--- src/rtl/swt_pkg.sv ---
// swt_pkg: shared sizing defaults for the switch debouncer
package swt_pkg;
  localparam int SWT_WIDTH = 4;
  localparam int SWT_DEBOUNCE_CYCLES = 1000000;
  localparam int SWT_SIM_DEBOUNCE_CYCLES = 8;
endpackage

--- src/rtl/swt_db_cell.sv ---
// swt_db_cell: one-bit synchronizer, stability counter and debounced level; edge pulses when SWT_EDGE_EN is defined
module swt_db_cell
  import swt_pkg::*;
#(
  parameter int DEBOUNCE_CYCLES = SWT_DEBOUNCE_CYCLES
) (
  input  logic clk,
  input  logic rst,
  input  logic swt_i,
  output logic db_o,
  output logic rise_o,
  output logic fall_o,
  output logic cnt_nz_o
);
  localparam int CW = $clog2(DEBOUNCE_CYCLES);
  localparam logic [CW-1:0] LAST = CW'(DEBOUNCE_CYCLES - 1);
  logic [1:0] sync_q;
  logic [CW-1:0] cnt_q, cnt_d;
  logic stable_q, stable_d, flip;
  // a full run of disagreeing samples flips the level; any agreement restarts the run
  always_comb begin
    flip = (sync_q[1] != stable_q) && (cnt_q == LAST);
    cnt_d = (sync_q[1] == stable_q || flip) ? '0 : cnt_q + CW'(1);
    stable_d = stable_q ^ flip;
  end
  // synchronizer, counter and stable level
  always_ff @(posedge clk or posedge rst)
    if (rst) begin
      sync_q <= '0;
      cnt_q <= '0;
      stable_q <= 1'b0;
    end else begin
      sync_q <= {sync_q[0], swt_i};
      cnt_q <= cnt_d;
      stable_q <= stable_d;
    end
  assign db_o = stable_q;
  assign cnt_nz_o = cnt_d != '0;
`ifdef SWT_EDGE_EN
  logic rise_q, fall_q;
  // pulses registered on the flipping edge so they line up with db_o
  always_ff @(posedge clk or posedge rst)
    if (rst) begin
      rise_q <= 1'b0;
      fall_q <= 1'b0;
    end else begin
      rise_q <= flip & ~stable_q;
      fall_q <= flip & stable_q;
    end
  assign rise_o = rise_q;
  assign fall_o = fall_q;
`else
  assign rise_o = 1'b0;
  assign fall_o = 1'b0;
`endif
endmodule

--- src/rtl/swt_debounce.sv ---
// swt_debounce: WIDTH independent switch debouncers with busy flag; swt_rise/swt_fall active only with SWT_EDGE_EN
module swt_debounce
  import swt_pkg::*;
#(
  parameter int WIDTH = SWT_WIDTH,
  parameter int DEBOUNCE_CYCLES = SWT_DEBOUNCE_CYCLES
) (
  input  logic             clk,
  input  logic             rst,
  input  logic [WIDTH-1:0] swt,
  output logic [WIDTH-1:0] swt_db,
  output logic [WIDTH-1:0] swt_rise,
  output logic [WIDTH-1:0] swt_fall,
  output logic             swt_busy
);
  logic [WIDTH-1:0] cnt_nz;
  logic busy_q, busy_d;
  for (genvar i = 0; i < WIDTH; i++) begin : g_cell
    swt_db_cell #(.DEBOUNCE_CYCLES(DEBOUNCE_CYCLES)) u_cell (
      .clk(clk),
      .rst(rst),
      .swt_i(swt[i]),
      .db_o(swt_db[i]),
      .rise_o(swt_rise[i]),
      .fall_o(swt_fall[i]),
      .cnt_nz_o(cnt_nz[i])
    );
  end
  // any channel mid-count
  always_comb busy_d = |cnt_nz;
  // busy registered alongside the counters it summarises
  always_ff @(posedge clk or posedge rst)
    if (rst) busy_q <= 1'b0;
    else busy_q <= busy_d;
  assign swt_busy = busy_q;
endmodule

--- config.mk ---
export PLATFORM = sky130hd
export DESIGN_NAME = swt_debounce
export DESIGN_NICKNAME = d
export VERILOG_FILES = /design/src/rtl/swt_pkg.sv /design/src/rtl/swt_db_cell.sv /design/src/rtl/swt_debounce.sv
export SDC_FILE = /design/constraint.sdc
export NUM_CORES = 1
export LEC_CHECK = 0
export ABC_CLOCK_PERIOD_IN_PS = 3100
export CORE_MARGIN = 2
export CORE_UTILIZATION = 58
export CTS_BUF_LIST = sky130_fd_sc_hd__clkbuf_4
export DETAILED_ROUTE_END_ITERATION = 6
export PLACE_DENSITY = 0.91
export SLEW_MARGIN = 20
export SYNTH_ARGS = -nofsm -noshare
export SYNTH_HDL_FRONTEND = slang
export SYNTH_SLANG_ARGS = --single-unit
--- constraint.sdc ---
create_clock -name clk -period 3.1 [get_ports clk]
set_clock_uncertainty 0.05 [all_clocks]
set_input_delay 0.465 -clock clk [delete_from_list [all_inputs] [get_ports clk]]
set_output_delay 0.465 -clock clk [all_outputs]
set_load 0.01 [all_outputs]
==> impl_results.md <==
- Crit end category: flop
- Global-route wire length before repair: 19800 um
- Layout Cells excl Fill: 723
- Share of cells above drive strength 1: 10.6%
- Grt peak-use layer: met2
- Port buffer count: 10
- Post-Syn Area: 5420 um2
- Final min period: 2.93 ns
- Die area: 10100 um2
- Crit Path Category: flop to flop
- Hold WS: 0.323 ns
- Fillers: 734
- Seq/Total Area, Yosys: 42.9%
- Initial Util: 59.2%
- CTS max path bufs: 2
- R2R Setup Slk: 0.17 ns
- Commonest non-fill, non-tap cell in the layout: dfrtp_1
- Pre-antenna DRT Iters: 5
- GRT Util Overall: 24.2%
- Max-Cap Viols: 0
- Number of global-route vias before repair: 4379
- Avg Cell Area, Syn: 9.01 um2
- DR iter-0 viols: 263
- Crit path DAT: 3.24 ns
- Endpoints failing hold: 0
- Asr flop ratio synth: 100%
- Pins Over Slew Limit: 0
- GPL Wtd Cong: 0.900
- Post-Route WL: 11600 um
- Req. time, crit path: 3.41 ns
- Least-Margin Pin Slew: 0.724 ns
- Grt total ovfl: 0
- Placed Cells: 707
- Drt drc: 0
- YS warnings: 0
- Maximum VDD drop: 0.214 mV
- Vias: 4453
- Most frequent cells in the layout: 91 x dfrtp_1, 90 x nor2_1, 37 x xnor2_1, 36 x nand3_1, 35 x xor2_1
- Mapped Cells: 602
- P per Cell Area: 356 nW/um2
- Area grow syn2layout: 7.87%
- Routed len/inst: 16.0 um
- Slew headroom: 51.7%
- Primary FF master, synth: dfrtp_1
- Leakage power: 2.40 nW
- Peak fanout along the critical path: 4
- Met2 Use GR: 40.6%
- Number of buffers created by CTS: 9
- Clk Latency, worst-skew pair: 0.47 ns
- HPWL Detailed: 8370 um
- Post-synth top area share: 42.9%
- Reg2reg path depth: 7
- Postcts setup bufs: 0
- TritonCTS clock tree: yes
- Core ar.: 9150 um2
- Num Clock Sinks: 93
- Reg clk slew, reported paths: 0.16 ns
- Netlist cell types: 67
- Io pins: 19
- Root buf cell: clkbuf_4
- Critical Path Sink: swt_busy$_DFF_PP0_
- Synth top area cells: dfrtp_1 43%, nor2_1 6.2%, xnor2_1 6.0%, xor2_1 5.7%, nand3_1 3.3%
- RR Startpoint: g_cell[0].u_cell.cnt_q[10]$_DFF_PP0_
- # setup viols final: 0
- Critical Path Source: g_cell[0].u_cell.cnt_q[10]$_DFF_PP0_
- Met1 Use GR: 30.8%
- Outcome: complete, no violations
- Yosys reg bits: 93
- H-tree levels: 3
- Rows: 35
- Part of the cycle the worst path needs: 94.4%
- ANT cells: 0
- Largest net degree at the start of global routing: 43
- Die Ht: 101 um
- Hold/Removal Path Class: flop to flop
- NumNets Final: 617
- Vias per cell: 6.16
- Global-route met3 utilization: 5.62%
- ANT nets after route: 0
- CP startpoint kind: flop
- Fmax: 342 MHz
- RR Endpoint: swt_busy$_DFF_PP0_
- EDFF count, synth: 0
- Area leader, netlist: dfrtp_1
- Die width: 101 um
- Initial antenna violation count: 0
- Hold Path Stages: 0
==> worst max-delay path, cell delays in order (launching register included) <==
cell       delay (ns)
dfrtp_2          0.47
or4_1            0.49
or4_4            0.60
o221ai_2         0.21
o2111ai_1        0.16
nor4_1           0.24
nand4_1          0.09
or4_1            0.53
==> sequential cells by signal, indices dropped and copies added (netlist names), named ones only <==
name and flops:
g_cell.u_cell.cnt_q 80, swt_busy 1, g_cell.u_cell.sync_q 8
==> kinds of logic (layout without fill, tap and decap cells) <==
kind of cell	Yosys count	count (layout)	synth area share, %
simple gates	284	284	27.5
flops	93	93	42.9
compound gates	78	78	10.2
xor+xnor	72	72	11.6
buf+inv	63	66	5.40
mux	7	7	1.41
fa+ha+maj	4	4	0.923
other cells	1	8	0.0692
==> routing by layer <==
layer	up-vias	part of all wire, %
met4	0	1.9
met2	143	50
met3	25	5.1
li1	2131	-
met5	-	0
met1	2154	43
==> per-stage QoR <==
stage	total power [mW]	util [%]	instance area, um2	setup slack, ns	setup TNS, ns
detailed placement	1.41	62.0	5680	0.169	0
floorplan	1.37	-	5450	0.165	0
global route	2.17	63.9	5850	-0.0118	-0.0118
finish	2.09	63.9	5850	0.173	0
global placement	1.40	62.0	5680	0.283	0
CTS	2.11	63.6	5820	0.126	0
==> final cells by class <==
class / instances / area (um2) / area share, %
multi-input combinational: 453 / 2860 / 48.9
sequential: 93 / 2330 / 39.8
timing repair buffer: 35 / 313 / 5.35
tap: 111 / 139 / 2.37
clock inverter: 7 / 81.3 / 1.39
clock buffer: 9 / 67.6 / 1.16
inverter: 15 / 57.6 / 0.984
==> what timing repair did <==
item / CTS / global route
endpoints found under the setup margin: 0 / 1
hold buffers: 0 / 0
gates resized for setup: 0 / 7
==> cells in the mapped netlist (all sizes together) (3+ instances only) <==
master,number
a21boi,3
a21o,3
a21oi,16
a31oi,8
a41oi,3
and2,4
and3,14
and4,8
buf,17
clkbuf,31
dfrtp,93
ha,4
inv,15
mux2,5
nand2,31
nand3,36
nand4,24
nand4b,3
nor2,91
nor2b,3
nor3,20
nor4,9
nor4b,5
o21ai,13
o31ai,6
or2,3
or3,12
or4,12
xnor2,37
xor2,35
==> worst min path at each step <==
stage / endpoint / start
detailed placement: g_cell[3].u_cell.sync_q[1]$_DFF_PP0_ / g_cell[3].u_cell.sync_q[0]$_DFF_PP0_
floorplan: g_cell[0].u_cell.sync_q[1]$_DFF_PP0_ / g_cell[0].u_cell.sync_q[0]$_DFF_PP0_
CTS: g_cell[3].u_cell.sync_q[1]$_DFF_PP0_ / g_cell[3].u_cell.sync_q[0]$_DFF_PP0_
global route: g_cell[3].u_cell.sync_q[1]$_DFF_PP0_ / g_cell[3].u_cell.sync_q[0]$_DFF_PP0_
finish: g_cell[3].u_cell.sync_q[1]$_DFF_PP0_ / g_cell[3].u_cell.sync_q[0]$_DFF_PP0_
global placement: g_cell[1].u_cell.sync_q[1]$_DFF_PP0_ / g_cell[1].u_cell.sync_q[0]$_DFF_PP0_
==> power by group <==
part	internal (mW)	total, mW	switching [mW]
logic	0.0526	0.135	0.0822
clock network	0.257	0.695	0.438
registers	1.23	1.26	0.0236
total	1.54	2.09	0.543
Note: power is estimated with default switching activity, not from simulation.
